[src/rtl/mips_pkg.sv]
// Shared MIPS encodings: ALU control codes, alu_op classes and the
// funct/opcode values the ID/EX issue stage understands.
package mips_pkg;

  localparam logic [2:0] ALU_AND = 3'b000;
  localparam logic [2:0] ALU_OR  = 3'b001;
  localparam logic [2:0] ALU_ADD = 3'b010;
  localparam logic [2:0] ALU_SUB = 3'b110;
  localparam logic [2:0] ALU_SLT = 3'b111;

  typedef enum logic [1:0] {
    ALU_OP_ADD   = 2'b00,
    ALU_OP_SUB   = 2'b01,
    ALU_OP_RTYPE = 2'b10,
    ALU_OP_ITYPE = 2'b11
  } alu_op_e;

  localparam logic [5:0] FUNCT_ADD  = 6'b100000;
  localparam logic [5:0] FUNCT_ADDU = 6'b100001;
  localparam logic [5:0] FUNCT_SUB  = 6'b100010;
  localparam logic [5:0] FUNCT_SUBU = 6'b100011;
  localparam logic [5:0] FUNCT_AND  = 6'b100100;
  localparam logic [5:0] FUNCT_OR   = 6'b100101;
  localparam logic [5:0] FUNCT_SLT  = 6'b101010;

  localparam logic [5:0] OP_ADDI  = 6'b001000;
  localparam logic [5:0] OP_ADDIU = 6'b001001;
  localparam logic [5:0] OP_SLTI  = 6'b001010;
  localparam logic [5:0] OP_ANDI  = 6'b001100;
  localparam logic [5:0] OP_ORI   = 6'b001101;

endpackage

[src/rtl/id_ex_issue_if.sv]
// ALU operand/control bundle leaving the ID/EX register; the issue stage
// drives it through the master modport, the ALU and EX/MEM read the slave.
interface id_ex_issue_if #(parameter int XLEN = 32);

  logic            ex_valid;
  logic [XLEN-1:0] ex_a;
  logic [XLEN-1:0] ex_b;
  logic [XLEN-1:0] ex_store_data;
  logic [2:0]      ex_alu_control;
  logic [4:0]      ex_dest_reg;
  logic            ex_reg_write;
  logic            ex_mem_read;
  logic            ex_mem_write;
  logic            ex_mem_to_reg;
  logic            ex_illegal;

  modport master (
    output ex_valid, ex_a, ex_b, ex_store_data, ex_alu_control, ex_dest_reg,
           ex_reg_write, ex_mem_read, ex_mem_write, ex_mem_to_reg, ex_illegal
  );

  modport slave (
    input ex_valid, ex_a, ex_b, ex_store_data, ex_alu_control, ex_dest_reg,
          ex_reg_write, ex_mem_read, ex_mem_write, ex_mem_to_reg, ex_illegal
  );

endinterface

[src/rtl/id_ex_issue_alu_ctrl_decode.sv]
// Combinational translation of alu_op/funct/opcode into the 3-bit ALU code,
// the immediate extension kind and an unsupported-encoding flag.
module alu_ctrl_decode
  import mips_pkg::*;
(
  input  logic [1:0] alu_op,
  input  logic [5:0] funct,
  input  logic [5:0] opcode,
  output logic [2:0] alu_control,
  output logic       zero_ext,
  output logic       illegal
);

  always_comb begin
    alu_control = ALU_ADD;
    zero_ext    = 1'b0;
    illegal     = 1'b0;
    case (alu_op_e'(alu_op))
      ALU_OP_ADD: alu_control = ALU_ADD;
      ALU_OP_SUB: alu_control = ALU_SUB;
      ALU_OP_RTYPE: begin
        case (funct)
          FUNCT_ADD, FUNCT_ADDU: alu_control = ALU_ADD;
          FUNCT_SUB, FUNCT_SUBU: alu_control = ALU_SUB;
          FUNCT_AND:             alu_control = ALU_AND;
          FUNCT_OR:              alu_control = ALU_OR;
          FUNCT_SLT:             alu_control = ALU_SLT;
          default:               illegal     = 1'b1;
        endcase
      end
      ALU_OP_ITYPE: begin
        // Only the logical immediates zero-extend; arithmetic and slti sign-extend.
        case (opcode)
          OP_ADDI, OP_ADDIU: alu_control = ALU_ADD;
          OP_SLTI:           alu_control = ALU_SLT;
          OP_ANDI: begin
            alu_control = ALU_AND;
            zero_ext    = 1'b1;
          end
          OP_ORI: begin
            alu_control = ALU_OR;
            zero_ext    = 1'b1;
          end
          default:           illegal     = 1'b1;
        endcase
      end
      default: illegal = 1'b1;
    endcase
  end

endmodule

[src/rtl/id_ex_issue.sv]
// ID/EX pipeline register: decodes the ALU control, builds operand B and
// registers the bundle with reset > flush > stall > load priority.
module id_ex_issue
  import mips_pkg::*;
#(
  parameter int XLEN = 32
) (
  input  logic              clk,
  input  logic              reset,
  input  logic              stall,
  input  logic              flush,
  input  logic              in_valid,
  input  logic [1:0]        alu_op,
  input  logic [5:0]        funct,
  input  logic [5:0]        opcode,
  input  logic              alu_src,
  input  logic [XLEN-1:0]   rd1,
  input  logic [XLEN-1:0]   rd2,
  input  logic [15:0]       imm16,
  input  logic [4:0]        dest_reg,
  input  logic              reg_write,
  input  logic              mem_read,
  input  logic              mem_write,
  input  logic              mem_to_reg,
  id_ex_issue_if.master     ex
);

  logic [2:0]      dec_control;
  logic            dec_zero_ext;
  logic            dec_illegal;
  logic [XLEN-1:0] imm_ext;
  logic [XLEN-1:0] operand_b;

  alu_ctrl_decode u_decode (
    .alu_op      (alu_op),
    .funct       (funct),
    .opcode      (opcode),
    .alu_control (dec_control),
    .zero_ext    (dec_zero_ext),
    .illegal     (dec_illegal)
  );

  assign imm_ext   = dec_zero_ext ? {{(XLEN-16){1'b0}}, imm16}
                                  : {{(XLEN-16){imm16[15]}}, imm16};
  assign operand_b = alu_src ? imm_ext : rd2;

  always_ff @(posedge clk) begin
    if (reset || flush) begin
      ex.ex_valid       <= 1'b0;
      ex.ex_a           <= '0;
      ex.ex_b           <= '0;
      ex.ex_store_data  <= '0;
      ex.ex_alu_control <= ALU_ADD;
      ex.ex_dest_reg    <= '0;
      ex.ex_reg_write   <= 1'b0;
      ex.ex_mem_read    <= 1'b0;
      ex.ex_mem_write   <= 1'b0;
      ex.ex_mem_to_reg  <= 1'b0;
      ex.ex_illegal     <= 1'b0;
    end else if (!stall) begin
      // Data fields load even for bubbles; only control is suppressed.
      ex.ex_a           <= rd1;
      ex.ex_b           <= operand_b;
      ex.ex_store_data  <= rd2;
      ex.ex_dest_reg    <= dest_reg;
      ex.ex_valid       <= in_valid;
      ex.ex_illegal     <= in_valid && dec_illegal;
      ex.ex_alu_control <= (in_valid && !dec_illegal) ? dec_control : ALU_ADD;
      ex.ex_reg_write   <= in_valid && !dec_illegal && reg_write;
      ex.ex_mem_read    <= in_valid && !dec_illegal && mem_read;
      ex.ex_mem_write   <= in_valid && !dec_illegal && mem_write;
      ex.ex_mem_to_reg  <= in_valid && mem_to_reg;
    end
  end

endmodule

[src/flat_wrapper.sv]
// flat-port wrapper written by rule: the top's interface ports become plain ports
module id_ex_issue_flat import mips_pkg::*;
#(
  parameter int XLEN = 32
)
  (clk, reset, stall, flush, in_valid, alu_op, funct, opcode, alu_src, rd1, rd2, imm16, dest_reg, reg_write, mem_read, mem_write, mem_to_reg, ex_ex_valid, ex_ex_a, ex_ex_b, ex_ex_store_data, ex_ex_alu_control, ex_ex_dest_reg, ex_ex_reg_write, ex_ex_mem_read, ex_ex_mem_write, ex_ex_mem_to_reg, ex_ex_illegal);
  id_ex_issue_if #(.XLEN(XLEN)) ex_i ();
  input  logic clk;
  input  logic reset;
  input  logic stall;
  input  logic flush;
  input  logic in_valid;
  input  logic [1:0] alu_op;
  input  logic [5:0] funct;
  input  logic [5:0] opcode;
  input  logic alu_src;
  input  logic [XLEN-1:0] rd1;
  input  logic [XLEN-1:0] rd2;
  input  logic [15:0] imm16;
  input  logic [4:0] dest_reg;
  input  logic reg_write;
  input  logic mem_read;
  input  logic mem_write;
  input  logic mem_to_reg;
  output wire logic [$bits(ex_i.ex_valid)-1:0] ex_ex_valid;
  output wire logic [$bits(ex_i.ex_a)-1:0] ex_ex_a;
  output wire logic [$bits(ex_i.ex_b)-1:0] ex_ex_b;
  output wire logic [$bits(ex_i.ex_store_data)-1:0] ex_ex_store_data;
  output wire logic [$bits(ex_i.ex_alu_control)-1:0] ex_ex_alu_control;
  output wire logic [$bits(ex_i.ex_dest_reg)-1:0] ex_ex_dest_reg;
  output wire logic [$bits(ex_i.ex_reg_write)-1:0] ex_ex_reg_write;
  output wire logic [$bits(ex_i.ex_mem_read)-1:0] ex_ex_mem_read;
  output wire logic [$bits(ex_i.ex_mem_write)-1:0] ex_ex_mem_write;
  output wire logic [$bits(ex_i.ex_mem_to_reg)-1:0] ex_ex_mem_to_reg;
  output wire logic [$bits(ex_i.ex_illegal)-1:0] ex_ex_illegal;
  assign ex_ex_valid = ex_i.ex_valid;
  assign ex_ex_a = ex_i.ex_a;
  assign ex_ex_b = ex_i.ex_b;
  assign ex_ex_store_data = ex_i.ex_store_data;
  assign ex_ex_alu_control = ex_i.ex_alu_control;
  assign ex_ex_dest_reg = ex_i.ex_dest_reg;
  assign ex_ex_reg_write = ex_i.ex_reg_write;
  assign ex_ex_mem_read = ex_i.ex_mem_read;
  assign ex_ex_mem_write = ex_i.ex_mem_write;
  assign ex_ex_mem_to_reg = ex_i.ex_mem_to_reg;
  assign ex_ex_illegal = ex_i.ex_illegal;
  id_ex_issue #(.XLEN(XLEN)) u_core (.clk(clk), .reset(reset), .stall(stall), .flush(flush), .in_valid(in_valid), .alu_op(alu_op), .funct(funct), .opcode(opcode), .alu_src(alu_src), .rd1(rd1), .rd2(rd2), .imm16(imm16), .dest_reg(dest_reg), .reg_write(reg_write), .mem_read(mem_read), .mem_write(mem_write), .mem_to_reg(mem_to_reg), .ex(ex_i));
endmodule
[config.mk]
export PLATFORM = sky130hd
export DESIGN_NAME = id_ex_issue_flat
export DESIGN_NICKNAME = d
export VERILOG_FILES = /design/src/rtl/mips_pkg.sv /design/src/rtl/id_ex_issue_if.sv /design/src/rtl/id_ex_issue_alu_ctrl_decode.sv /design/src/rtl/id_ex_issue.sv /design/src/flat_wrapper.sv
export SDC_FILE = /design/constraint.sdc
export NUM_CORES = 1
export LEC_CHECK = 0
export ABC_AREA = 1
export CORE_UTILIZATION = 30
export CTS_CLUSTER_DIAMETER = 100
export CTS_CLUSTER_SIZE = 40
export DETAILED_ROUTE_END_ITERATION = 16
export GPL_TIMING_DRIVEN = 0
export PLACE_DENSITY = 0.72
export SLEW_MARGIN = 20
export SYNTH_ARGS = -nofsm -noshare
export SYNTH_HDL_FRONTEND = slang
export SYNTH_SLANG_ARGS = --single-unit
[constraint.sdc]
create_clock -name clk -period 2.15 [get_ports clk]
set_input_delay 0.43 -clock clk [delete_from_list [all_inputs] [get_ports clk]]
set_output_delay 0.43 -clock clk [all_outputs]
set_load 0.05 [all_outputs]
# After elaboration in Yosys (flattened, before gate mapping)
# Cells that the tools add are included.
# totals
register_bits	110
in_bits	109
output_inout_bits	110
wordCells	50
# op_classes
reduce_logical	13
n_eq_ne	15
n_mux	11
# op_table
operator	count
2-to-1 mux 32 bit	2
== test 6 bit, second input constant	7
== test 6 x 4 -> 1 bit, second input constant	5
case mux 3 bit (4 select lines)	2
case mux 3 bit (3 select lines)	1
OR reduction 7 bit	1
logical AND 1 bit	6
OR reduction 5 bit	1
== test 2 bit, second input constant	2
2-to-1 mux 1 bit	4
OR reduction 2 bit	2
2-to-1 mux 3 bit	1
== test 2 x 1 -> 1 bit, second input constant	1
logical NOT 2 bit	1
case mux 1 bit (2 select lines)	1
logical NOT 1 bit	1
logical OR 1 bit	1

# Depth between registers and ports, before layout
# logic_depth
ltp_word	7
depth_mapped	10
mapped_depth_nobuf	10

# Modules after synthesis
# Synthesis repeated with hierarchy kept, for this count alone.
# hier_totals
cells_unflattened	636
hier_area_um2	4470.5
# modules_own_cells
mod	seq_area_each_um2	cells_per_inst	instances	area_each_um2
id_ex_issue	2202.1	585	1	4220.3
alu_ctrl_decode	0.0	51	1	250.2

# Least setup slack after synthesis
# Ideal clock, no wire load.
# synth_path
path_kind	input-to-reg
startpoint	input port stall
endpoint	register u_core.ex.ex_b[28]
arrival_time_ns	1.059
path_buffers	3
t_required_ns	2.030
setup_time_ns	0.120
slack_ns	0.971
stages	5
path_cell_list	buf_4 > buf_4 > buf_2 > a21oi_1 > a21oi_1
# synth_rtl
item	line_no	source
start: declaration	flat_wrapper.sv:10	input logic stall;
end signal: assignment	id_ex_issue.sv:63	ex.ex_b <= operand_b;
end: declaration	id_ex_issue_if.sv:18	output ex_valid, ex_a, ex_b, ex_store_data, ex_alu_control, ex_dest_reg,

# Worst setup path in the final report
# layout_path
startpoint	register u_core.ex.ex_b[5]
endpoint	output port ex_ex_b[5]
# layout_rtl
item	line_no	source
end: declaration	flat_wrapper.sv:27	output wire logic [$bits(ex_i.ex_b)-1:0] ex_ex_b;
# No word-level cell between the ends.

==> results.cfg <==
[run_status]
outcome = completed

[place]
gp_congestion = 0.786
place_area_um2 = 6730
port_buffers = 217
hpwlAfterDp_um = 10700

[grt]
grt-ovfl-total = 0
grt_max_degree = 18
grt_pass1_vias = 4239
antenna_found_initial = 0
grt_usage = 0.190
grt_pass1_wl_um = 21600

[clocking]
ctsHoldBuffers = 0
postCtsSetupBuffers = 0
clockBufferDepth = 2
cts_resized = 0
cts_max_level = 3
cts_tree = done
clk_latency_ns = 0.35
clock_sinks = 110
numCtsBuffers = 9
root_buffer = clkbuf_16
clkTransAtPathRegs_ns = 0.07

[sta]
slew_headroom = 0.580
setup-violations-final = 0
slew_violations = 0
period_minus_slack_ns = 1.97
finalHoldViolCount = 0
fin_skew_ns = 0
clock.fmax_ghz = 0.507
timing.setup.tns_ns = 0
tightest_slew_ns = 0.631
rsz0062_at_grt = false
post-route-period-util = 0.917

[layout]
drive_gt1_frac = 0.0661
final_util = 0.500
syn2layout_area_growth_pct = 61.5
largestRegisters = u_core.ex.ex_a x32, u_core.ex.ex_b x32, u_core.ex.ex_store_data x32
diodes = 0
final_nets = 921
fillers = 1439
final_cell_area_um2 = 7000

[logic_synthesis]
yosysSeqAreaShare = 0.509
ys_top_cells_by_area = dfxtp_1 51%, a21oi_1 13%, nand2_1 13%
synthDistinctLibCells = 18
avgSynthCellArea_um2 = 7.42
synth_largest_area_cell = dfxtp_1
ys_seq_elements = 110
syn_nets = 693
synth_top_cell_area_share = 0.509
syn-cell-area_um2 = 4330
ys_warn_count = 0
syn_inst = 584

[setup_path]
cp_data_required_time_ns = 1.72
cp-end-kind = output port
worst-endpoint-arrival_ns = 1.54
crit_family = buffers and inverters
worstSetupStartpointType = flip-flop
worst-path-buf-inv = 1
critPathMaxStageDelay_ns = 0.83
crit_path_cell_trace = clkdlybuf4s50_1
slowest_stage = clkdlybuf4s50_1
path_class = flip-flop to output port
critPathMaxFanout = 2

[min_path]
hp-class = input port to flip-flop

[power_and_ir_drop]
peakVddDrop_uv = 606
leakage_nw = 2.82
p_per_area_nw_per_um2 = 661

[drt]
vias_per_cell = 4.51
drc_errors = 0
detail_route.iter0.violations = 154
drt_pass1_iterations = 4
routed_wl_um = 14100
drt-wirelength-per-cell_um = 14.1
dr_total_vias = 4496
antenna_left = 0

[floorplanning]
die_y_um = 122
io_pins = 219
floorplan.initialDensity = 0.310
die_area_um2 = 14900
coreArea_um2 = 14000
rows = 43
die_x_um = 122

[run]
maxCapViolCount = 0
==> path summary, 6_finish.rpt <==
| check | startpoint | endpoint | slack (ns) | cells after the start |
|---|---|---|---|---|
| setup / recovery | u_core.ex.ex_b[5] | ex_ex_b[5] | 0.18 | 1 |
| hold / removal | stall | u_core.ex.ex_mem_to_reg | 0.45 | 4 |
| hold reg to reg | u_core.ex.ex_a[19] | u_core.ex.ex_a[19] | 0.46 | 2 |
| setup reg to reg | u_core.ex.ex_b[9] | u_core.ex.ex_b[9] | 1.44 | 4 |
==> worst min-delay path, cell delays in order <==
cell,delay [ns]
buf_4,0.14
nor2_4,0.08
nand2_1,0.06
a21oi_1,0.05
==> cells in the mapped netlist <==
cell,count
nor2_4,4
buf_4,5
o21ai_0,62
nand3_1,8
nand2_1,145
inv_4,1
buf_2,19
nand3_2,4
inv_2,4
inv_1,44
nor2_1,41
nor2_2,1
nand2_2,1
dfxtp_1,110
a21oi_1,113
nand4_1,5
clkbuf_1,15
o21ai_1,2
==> metal layers <==
| layer | track usage | wire [um] |
|---|---|---|
| met3 | 0.0702 | 1090 |
| met4 | 0.0495 | 214 |
| met2 | 0.322 | 6770 |
| met1 | 0.226 | 6030 |
| met5 | 0 | 0 |
==> final cells by class <==
| cell class | count | area (um2) | area share |
|---|---|---|---|
| sequential | 110 | 2200 | 0.315 |
| inverter | 49 | 186 | 0.0266 |
| multi-input combinational | 386 | 1750 | 0.251 |
| timing repair buffer | 217 | 2170 | 0.310 |
| clock buffer | 10 | 229 | 0.0327 |
| buffer | 39 | 189 | 0.0270 |
| clock inverter | 6 | 38.8 | 0.00554 |
| tap | 180 | 225 | 0.0322 |
==> power breakdown <==
| part | internal [mW] | leakage, nW | switching, mW |
|---|---|---|---|
| sequential | 2.11 | 0.898 | 0.0348 |
| clock | 0.783 | 0.128 | 0.767 |
| combinational | 0.384 | 1.80 | 0.549 |
| total | 3.28 | 2.82 | 1.35 |
==> per-stage QoR <==
step	std cells	power (mW)	hold WS, ns	setup WS, ns
floorplan	584	2.69	0.573	0.971
global placement	981	3.12	0.451	0.220
detailed placement	981	3.13	0.454	0.202
CTS	997	4.69	0.438	0.158
global route	997	4.84	0.450	0.129
finish	997	4.63	0.448	0.178
==> cell usage in the layout, fill, tap and decap left out <==
cell type / instances
clkinv_2: 3
nand3_2: 4
clkinv_4: 1
nand2_1: 145
buf_2: 19
buf_4: 5
inv_2: 4
clkinvlp_4: 2
nor2_4: 4
nand4_1: 5
nor2_2: 1
inv_1: 44
clkbuf_16: 9
nand3_1: 8
a21oi_1: 113
clkbuf_1: 16
nor2_1: 41
o21ai_1: 2
o21ai_0: 62
nand2_2: 1
inv_4: 1
clkdlybuf4s50_1: 217
dfxtp_1: 110
==> cell families (layout without fill, tap and decap cells) <==
kind of cell | Yosys count | in the layout | synth area share
AND/OR/NAND/NOR | 209 | 209 | 0.200
flip-flops | 110 | 110 | 0.509
AO/OA/AOI/OAI | 177 | 177 | 0.205
buffers and inverters | 88 | 321 | 0.0867
(Power assumes the default switching activity.)
